--- src/rtl/reg_write_arbiter.sv ---
// reg_write_arbiter: round-robin arbiter that commits one requester's data lane into a shared register
module reg_write_arbiter #(
  parameter int DATAWIDTH = 16,
  parameter int NREQ = 4,
  parameter int IDW = $clog2(NREQ)
) (
  input  logic                      Clk,
  input  logic                      Rst,
  input  logic [NREQ-1:0]           Req,
  input  logic [NREQ*DATAWIDTH-1:0] Din,
  output logic [NREQ-1:0]           Gnt,
  output logic                      Ack,
  output logic [IDW-1:0]            AckId,
  output logic                      Busy,
  output logic [DATAWIDTH-1:0]      Q
);
  typedef enum logic [1:0] {IDLE, GRANT, COMMIT} state_t;
  state_t state;
  logic [IDW-1:0] last, cur, win, idx;
  logic [DATAWIDTH-1:0] lanes [NREQ];
  for (genvar g = 0; g < NREQ; g++) begin : g_lane
    assign lanes[g] = Din[g*DATAWIDTH +: DATAWIDTH];
  end
  // scan downward so the closest set bit after last is the final assignment
  always_comb begin
    win = last;
    idx = '0;
    for (int i = NREQ; i >= 1; i--) begin
      idx = IDW'((int'(last) + i) % NREQ);
      win = Req[idx] ? idx : win;
    end
  end
  always_ff @(posedge Clk) begin
    if (Rst) begin
      state <= IDLE;
      Q     <= '0;
      Gnt   <= '0;
      Ack   <= 1'b0;
      AckId <= '0;
      Busy  <= 1'b0;
      last  <= IDW'(NREQ - 1);
      cur   <= '0;
    end else begin
      case (state)
        IDLE: if (|Req) begin
          cur   <= win;
          Gnt   <= NREQ'(1) << win;
          Busy  <= 1'b1;
          state <= GRANT;
        end
        GRANT: begin
          Gnt <= '0;
          if (Req[cur]) begin
            Q     <= lanes[cur];
            last  <= cur;
            AckId <= cur;
            Ack   <= 1'b1;
            state <= COMMIT;
          end else begin
            Busy  <= 1'b0;
            state <= IDLE;
          end
        end
        COMMIT: begin
          Ack   <= 1'b0;
          Busy  <= 1'b0;
          state <= IDLE;
        end
        default: state <= IDLE;
      endcase
    end
  end
endmodule
--- config.mk ---
export PLATFORM = sky130hd
export DESIGN_NAME = reg_write_arbiter
export DESIGN_NICKNAME = d
export VERILOG_FILES = /design/src/rtl/reg_write_arbiter.sv
export SDC_FILE = /design/constraint.sdc
export NUM_CORES = 1
export LEC_CHECK = 0
export CORE_MARGIN = 1.5
export CORE_UTILIZATION = 38
export CTS_CLUSTER_DIAMETER = 80
export CTS_CLUSTER_SIZE = 20
export DETAILED_ROUTE_END_ITERATION = 7
export PLACE_DENSITY = 0.8
export SLEW_MARGIN = 20
export SYNTH_ARGS = -nofsm -noshare
export SYNTH_HDL_FRONTEND = slang
export SYNTH_SLANG_ARGS = --single-unit
--- constraint.sdc ---
create_clock -name Clk -period 2.63 [get_ports Clk]
set_clock_uncertainty 0.15 [all_clocks]
set_input_delay 0.263 -clock Clk [delete_from_list [all_inputs] [get_ports Clk]]
set_output_delay 0.263 -clock Clk [all_outputs]
set_load 0.05 [all_outputs]
==> out/qor.txt <==
largest net degree at the start of global routing = 23
Most used DFF post-synth = dfxtp_1
WL final = 4.33 mm
Distinct cells, synth = 34
total grt overflow = 0
gr usage total = 18.4%
Post-Syn Area per Cell = 10.9 µm²
Slew HR = 65.3%
Syn Nets = 229
Final Hold Violating Endpoints = 0
Max Slew Vio Count = 0
routed wire length per instance = 14.3 µm
fill count = 357
via count of the first global-routing pass = 1558
most common cell in the netlist = dfxtp_1
Synth Register Bits = 30
Hold Path Stages = 1
Yosys top cell area share = 35.9%
CP startpoint kind = flip-flop
Post-synth EDFFs = 0
initial antenna violation count = 0
Crit path required time = 2.64 ns
layout cell share with drive strength beyond 1 = 12.7%
number of setup buffers added after CTS = 0
M1 WL = 1.65 mm
via count = 1583
antenna-violating nets left = 0
Period Utilization, post-route = 77.6%
DR pass1 iterations = 4
drc violations = 0
Leak = 1.02 nW
initial core utilization = 40.7%
hold_sp = Gnt[1]
flop2flop setup slack = 0.59 ns
WS Path Type = reg2reg
Worst R2R Path Depth = 7
RSZ-0062 raised after global routing = false
slowest CP cell = dfxtp_1
hold buffer count at CTS = 0
post-synth top area cell = dfxtp_1
Initial DRC Count = 62
Util after Layout = 67.5%
Mapped Area = 1670 µm²
critical path fanouts, max = 11
Ports = 94
Ant. Diodes = 0
CTS resizes = 0
max incr delay on CP = 0.39 ns
global-route wire length before repair = 7.13 mm
DP Wirelength = 3.40 mm
top cells by area, synth = dfxtp_1 36%, mux4_2 22%, mux2i_1 11%, nor2_1 5.2%, ha_1 3.7%
maximum capacitance violations = 0
total negative setup slack = 0 ns
final-report setup violation count = 0
yosys warns = 0
CTS Sinks = 30
outcome = finished clean
DR vias/cell = 5.24
Critical Path Start = state[1]
CTS tree = yes
WL met3 = 481 µm
CP endpoint kind = flip-flop
RR Startpoint = state[1]
commonest cells in the netlist = 30 x dfxtp_1, 23 x nor2_1, 19 x mux2i_1
clk slew on worst S/H paths = 0.06 ns
Critical Path AT = 2.05 ns
worst-case clock buffer depth = 2
Core Area = 4120 µm²
IO Port Bufs = 93
Die X-Extent = 69.4 µm
Die Span Y = 69.4 µm
row count = 23
maximum clock frequency = 490 MHz
worst path cell trace = inv_1 > ha_1 > and2_1 > a22o_1 > buf_4 > o31ai_1 > a21oi_1
root buffer cell = clkbuf_8
ys async rst share = 0%
uppermost layer routed = met4
CTS buffer count = 5
H-tree levels = 2
Syn Inst Count = 154
Detail Route met2 WL = 2.16 mm
area grow syn2layout = 66.0%
final net count = 326
Worst Hold Endpoint = Gnt[1]
Min-Delay Path Class = reg2reg
Worst Tran Pin Value = 0.519 ns
final worst path period need = 2.04 ns
later-pin clock latency in the skew report = 0.28 ns
die area = 4810 µm²
register area share after synthesis = 35.9%
Power Density = 574 nW/µm²
maximum vdd ir drop = 0.359 mV
Placer Congestion = 0.853
r2r endpoint = Busy
## through the flow
| stage | instances | instance area (µm²) | setup slack [ns] | power (W) | hold slack, ns |
|---|---|---|---|---|---|
| 2_1_floorplan | 154 | 1670 | 0.776 | 0.000926 | 0.316 |
| 3_3_place_gp | 294 | 2670 | 0.483 | 0.00115 | 0.303 |
| 3_5_place_dp | 294 | 2670 | 0.413 | 0.00116 | 0.301 |
| 4_1_cts | 302 | 2780 | 0.589 | 0.00161 | 0.327 |
| 5_1_grt | 302 | 2780 | 0.447 | 0.00168 | 0.334 |
| 6_report | 302 | 2780 | 0.588 | 0.00159 | 0.315 |
## how the worst max path moves through the flow
stage | cells past startpoint | slack [ns] | to
final | 7 | 0.59 | Busy
after global routing | 7 | 0.45 | Busy
after CTS | 7 | 0.59 | Busy
after detailed placement | 6 | 0.41 | Busy
after floorplan | 7 | 0.78 | Busy
after global placement | 5 | 0.48 | Busy
## layer usage
metal	vias up	global-route usage (%)
li1	766	-
met4	0	3.92
met1	736	21.8
met5	-	0
met3	5	6.40
met2	76	32.4
## power breakdown
| group | switching, W | leakage, nW | internal, W |
|---|---|---|---|
| Clock | 0.000166 | 0.0524 | 0.000283 |
| Sequential | 0.0000314 | 0.245 | 0.000501 |
| Combinational | 0.000300 | 0.722 | 0.000313 |
| Total | 0.000497 | 1.02 | 0.00110 |
## flip-flops by register name, summed over array words and instances, names as in the netlist
register,cells
cur,2
Gnt,4
Busy,1
state,2
Q,16
Ack,1
AckId,2
last,2
## cells in the final DEF (no fill, tap or decap), types with 2 or more instances in the layout
cell and n:
nor3_1 2, a31oi_1 2, and2_1 2, mux4_2 16
mux2_2 2, mux2i_1 19, clkbuf_8 5, clkdlybuf4s50_1 93
nand2b_1 4, clkbuf_1 2, o2bb2ai_1 2, a22o_1 2
nand2_1 8, dfxtp_1 30, inv_1 3, nor2b_1 3
a211oi_1 2, ha_1 5, a21oi_1 6, buf_4 7
nor2_1 23
## worst max-delay path: cells and delay by family, from the launching register on
family                   cells  cell delay [ns]
adder cells (fa/ha/maj)      1             0.25
flip-flops                   1             0.39
buffers and inverters        2             0.30
AND/OR/NAND/NOR              1             0.21
AO/OA/AOI/OAI                3             0.61
## cell families after synthesis
group / share of synthesized area (%)
AO/OA/AOI/OAI: 9.13
adder cells (fa/ha/maj): 3.74
buffers and inverters: 3.59
flip-flops: 35.9
multiplexers: 34.3
AND/OR/NAND/NOR: 13.4
## cell type report
cell class                      instances  area [µm²]  share of cell area [%]
Timing Repair Buffer                  100         983                    35.4
Tap cell                               50        62.6                    2.25
Clock inverter                          1        30.0                    1.08
Inverter                                3        11.3                   0.406
Clock buffer                            7        76.3                    2.75
Multi-Input combinational cell        111        1010                    36.5
Sequential cell                        30         601                    21.6
Power figures use the tool's default switching activity.
==> RTL edit 1: new RTL, config.mk and constraints unchanged <==
Re-encode `state_t` (3 states) as one-hot, 3 bits wide.
--- a/src/rtl/reg_write_arbiter.sv
+++ b/src/rtl/reg_write_arbiter.sv
@@ -16,3 +16,3 @@
 );
-  typedef enum logic [1:0] {IDLE, GRANT, COMMIT} state_t;
+  typedef enum logic [2:0] {IDLE = 3'b001, GRANT = 3'b010, COMMIT = 3'b100} state_t;
   state_t state;
Behaviour: same outputs for any inputs over 4 cycles, from zero or initial values and one cycle with Rst high; so few cycles prove little.
==> RTL edit 1 against the unedited design <==
- global-route usage is 1.2 points higher
- cell area is 3.3% lower
- highest routed layer unchanged
- wire length is 0.88% higher
- largest cell class is now buffers
- worst setup slack worse by 0.013 ns
- area after synthesis is 1.1% lower
- synthesized cell count is 6.5% higher
- total power is 15% lower
- sequential cell count is 1 higher
- critical endpoint is now Gnt[0]
==> RTL edit 1: results (changes against the unedited design) <==
run_status:
  outcome: "finished clean"  # unchanged
critical_path:
  crit_fanout: 12  # was 11
  startpoint: "Req[3]"  # was state[1]
  r2r-start: "state[2]"  # was state[1]
power_and_ir_drop:
  swShare_pct: 28.8  # was 31.2%
  p_leak_nw: 0.931  # was 1.02 nW
  peakVddDrop_mv: 0.259  # was 0.359 mV
timing:
  worst_pin_slew_ns: 0.593  # was 0.519 ns
clock_network:
  cts_buffer_depth: 2  # unchanged
  clk_latency_ns: 0.27
  cts_buffers: 5  # unchanged
  h-tree-depth: 2  # unchanged
  cts_root_buf: "clkbuf_8"  # unchanged
  postCtsSetupRepairBufs: 0  # unchanged
  clkTransAtPathRegs_ns: 0.06  # about the same
global_route:
  antenna_found_initial: 0  # unchanged
  track_usage_pct: 19.7  # was 18.4%
  grt_pass1_wl_mm: 6.81  # was 7.13 mm
  grt_start_max_net_pins: 19  # was 23
place:
  placement.io_buffers: 93  # unchanged
  place_hpwl_mm: 3.47  # was 3.40 mm
  gp_congestion: 0.731  # was 0.853
drt:
  first_pass_iters: 4  # unchanged
  via_per_inst: 5.15  # was 5.24
  drt-initial-drc-count: 59  # was 62
  wl_per_cell_um: 14.2  # was 14.3 um
final_layout:
  layout-drive-gt1-share_pct: 14.0  # was 12.7%
  top_regs: "Q (16), Gnt (4), state (3)"  # was Q (16), Gnt (4)
  n_antenna_cell: 0  # unchanged
  final_net_count: 327  # was 326
logic_synthesis:
  synth_async_sr_flop_share_pct: 0  # unchanged
  ys_types: 32  # was 34
  synthTopCellsByArea: "dfxtp_1 38%, mux4_2 23%, nand2_1 8.9%"  # was dfxtp_1 36%, mux4_2 22%, mux2i_1 11%
  seq_area_frac_synth_pct: 37.5  # was 35.9%
  yosysWarnings: 0  # unchanged
  syn_nets: 234  # was 229
  synthTopCellsByCount: "39 x nand2_1, 31 x dfxtp_1, 20 x a21oi_1, 17 x mux4_2, 8 x nor2_1"  # was 30 x dfxtp_1, 23 x nor2_1, 19 x mux2i_1, 16 x mux4_2, 8 x nand2_1
min_path:
  hold_path.class: "flop to flop"  # unchanged
  hold_start: "Q[14]"  # was Gnt[1]
[RTL edit 1: path summary, 6_finish.rpt]
| check | to | slack (ns) | cells after the start |
|---|---|---|---|
| worst min register to register | Q[14] | 0.30 | 2 |
| worst max register to register | Gnt[0] | 0.85 | 3 |
| worst max-delay path | Gnt[0] | 0.58 | 5 |
| worst min-delay path | Q[14] | 0.30 | 2 |
[RTL edit 1: metrics by stage]
step | instances | area [um^2] | hold WS, ns | setup slack (ns) | utilization, %
4_1_cts | 307 | 2690 | 0.305 | 0.597 | 65.7
6_report | 307 | 2690 | 0.303 | 0.576 | 65.7
2_1_floorplan | 164 | 1650 | 0.303 | 0.977 | -
5_1_grt | 307 | 2690 | 0.324 | 0.449 | 65.7
3_3_place_gp | 300 | 2600 | 0.291 | 0.410 | 63.6
3_5_place_dp | 300 | 2600 | 0.297 | 0.312 | 63.6
[RTL edit 1: cell type report]
| type | count | area [um^2] |
|---|---|---|
| clock inverters | 1 | 5.00 |
| multi-input cells | 120 | 938 |
| well taps | 50 | 62.6 |
| flip-flops and latches | 31 | 621 |
| clock buffers | 6 | 82.6 |
| repair buffers | 99 | 976 |
| fillers | 365 | 1400 |
[RTL edit 1: critical path, cell delays in order]
cell and delay, ns:
clkdlybuf4s50_1 0.58, nor4_1 0.12, nor4b_4 0.54, or3b_1 0.44, o22ai_1 0.16
[RTL edit 1: layer usage]
layer | GRT usage, % | wire length [um] | share of wire (%)
met1 | 22.1 | 1740 | 40
met2 | 36.1 | 2160 | 49
met4 | 7.35 | 53 | 1.2
met3 | 4.38 | 416 | 9.5
met5 | 0 | 0 | 0
[RTL edit 1: cell families (layout without fill, tap and decap cells)]
logic type / Yosys count / after routing / synth area share (%)
muxes: 20 / 20 / 25.0
DFF: 31 / 31 / 37.5
AOI/OAI and AO/OA: 31 / 31 / 10.4
and+or+nand+nor: 69 / 69 / 21.3
buffers and inverters: 13 / 106 / 5.75
[RTL edit 1: power groups by stage]
| stage | Combinational, mW | Sequential [mW] | Clock [mW] |
|---|---|---|---|
| 4_1_cts | 0.469 | 0.532 | 0.370 |
| 2_1_floorplan | 0.234 | 0.596 | 0 |
| 3_5_place_dp | 0.468 | 0.542 | 0 |
| 3_3_place_gp | 0.461 | 0.540 | 0 |
| 5_1_grt | 0.502 | 0.535 | 0.397 |
| 6_report | 0.464 | 0.531 | 0.361 |
==> RTL edit 2: new RTL, same settings <==
Without the edit above. `DATAWIDTH`: 16 -> 14.
--- a/src/rtl/reg_write_arbiter.sv
+++ b/src/rtl/reg_write_arbiter.sv
@@ -2,3 +2,3 @@
 module reg_write_arbiter #(
-  parameter int DATAWIDTH = 16,
+  parameter int DATAWIDTH = 14,
   parameter int NREQ = 4,
Interface: changed (resized Din and Q); port bits go from 94 to 84. The function was not compared with the original's and may differ.
==> RTL edit 2 against the unedited design <==
- worst setup slack worse by 0.27 ns
- sequential cell count down 2
- via count down 9.4%
- synthesized cell count down 5.8%
- first-iteration DRC count down 44%
- die area down 4.4%
- final cell count down 8.3%
- clock power down 41%
- area after synthesis down 4.6%
- count of clock-buffer cells in the layout down 3
- cell area down 9.3%
- wire length down 5.2%
- total power down 17%
- critical path type unchanged
- critical endpoint is now Q[3]
- largest cell class unchanged
==> RTL edit 2: results (changes against the unedited design) <==
clock_network:
  clkTransAtPathRegs_ns: 0.09  # was 0.06 ns
  cts_root_buf: "clkbuf_8"  # unchanged
  h-tree-depth: 1  # was 2
  post_cts_resized: 0  # unchanged
  clk_latency_ns: 0.27
  cts_buffers: 3  # was 5
  postCtsSetupRepairBufs: 0  # unchanged
logic_synthesis:
  synth.avg_cell_area_um2: 11.0  # was 10.9 um^2
  synth_async_sr_flop_share_pct: 0  # unchanged
  seq_area_frac_synth_pct: 35.1  # was 35.9%
  syn_nets: 212  # was 229
  synth_compound_area_share_pct: 10.5  # was 9.12%
  synthTopCellsByCount: "28 x dfxtp_1, 19 x nor2_1, 17 x mux2i_1, 11 x mux4_2"  # was 30 x dfxtp_1, 23 x nor2_1, 19 x mux2i_1, 16 x mux4_2, 8 x nand2_1
  synthAdderAreaFrac_pct: 3.92  # was 3.74%
  synthTopCellsByArea: "dfxtp_1 35%, mux4_2 16%, mux2i_1 11%"  # was dfxtp_1 36%, mux4_2 22%, mux2i_1 11%
  ys_types: 35  # was 34
  synth_mux_area_share_pct: 32.8  # was 34.3%
critical_path:
  crit_fanout: 16  # was 11
  crit_family: "compound AO/OA/AOI/OAI gates"  # unchanged
  slowest_stage: "a22o_1"  # was dfxtp_1
  crit_path_max_incr_delay_ns: 0.77  # was 0.39 ns
  arrival_ns: 2.33  # was 2.05 ns
drt:
  drt-initial-drc-count: 35  # was 62
  wl_met1_mm: 1.69  # was 1.65 mm
  top_layer_used: "met4"  # unchanged
  first_pass_iters: 4  # unchanged
  wl_met3_um: 373  # was 481 um
  wl_per_cell_um: 14.8  # was 14.3 um
  drc: 0  # unchanged
  wl_met2_mm: 2.03  # was 2.16 mm
  via_per_inst: 5.18  # was 5.24
place:
  gp_congestion: 0.799  # was 0.853
  placement.io_buffers: 83  # was 93
  place_hpwl_mm: 3.18  # was 3.40 mm
  post-place-cells: 273  # was 294
power_and_ir_drop:
  p_leak_nw: 0.906  # was 1.02 nW
  peakVddDrop_mv: 0.282  # was 0.359 mV
final_layout:
  layout-drive-gt1-share_pct: 11.0  # was 12.7%
  nFillCells: 352  # was 357
  post-route-util_pct: 62.5  # was 67.5%
  top_regs: "Q (14), Gnt (4)"  # was Q (16), Gnt (4)
  final_net_count: 295  # was 326
  final-instance-count-excl-fill: 277  # was 302
run_status:
  outcome: "finished clean"  # unchanged
global_route:
  grt_pass1_vias: 1410  # was 1558
  grt_pass1_wl_mm: 6.28  # was 7.13 mm
  track_usage_pct: 17.8  # was 18.4%
  grt_start_max_net_pins: 22  # was 23
timing:
  relSlewSlack_pct: 38.5  # was 65.3%
min_path:
  hold_path.class: "flop to flop"  # unchanged
[RTL edit 2: area by class of cell]
cell class | count | area share, %
Tap cell | 50 | 2.48
Sequential cell | 28 | 22.3
Timing Repair Buffer | 88 | 34.5
Multi-Input combinational cell | 105 | 38.3
Clock buffer | 4 | 2.19
Inverter | 2 | 0.298
[RTL edit 2: report_power, final]
part           switching, mW  internal [mW]
combinational          0.276          0.281
sequential            0.0367          0.468
clock                  0.130          0.134
[RTL edit 2: logic make-up after synthesis]
logic type               Yosys count
buffers and inverters             12
flip-flops                        28
AO/OA/AOI/OAI                     23
AND/OR/NAND/NOR                   44
multiplexers                      33
adder cells (fa/ha/maj)            5
[RTL edit 2: final timing paths]
path | startpoint | to | slack [ns] | cells after the start
min reg2reg | Gnt[3] | Gnt[3] | 0.33 | 1
max reg2reg | state[1] | Q[3] | 0.32 | 6
max | state[1] | Q[3] | 0.32 | 6
min | Gnt[3] | Gnt[3] | 0.33 | 1
[RTL edit 2: through the flow]
stage | setup slack, ns | power, mW | area [um^2] | hold WS [ns]
final | 0.319 | 1.33 | 2520 | 0.330
after global routing | 0.116 | 1.40 | 2520 | 0.339
after CTS | 0.299 | 1.34 | 2520 | 0.329
after detailed placement | 0.149 | 1.08 | 2460 | 0.306
after global placement | 0.206 | 1.07 | 2460 | 0.305
after floorplan | 0.824 | 0.873 | 1600 | 0.319
[RTL edit 2: per-layer routing]
metal / track usage, % / vias to the layer above
li1: - / 706
met1: 20.2 / 677
met2: 33.8 / 49
met3: 4.00 / 2
met4: 3.50 / 0
met5: 0 / -
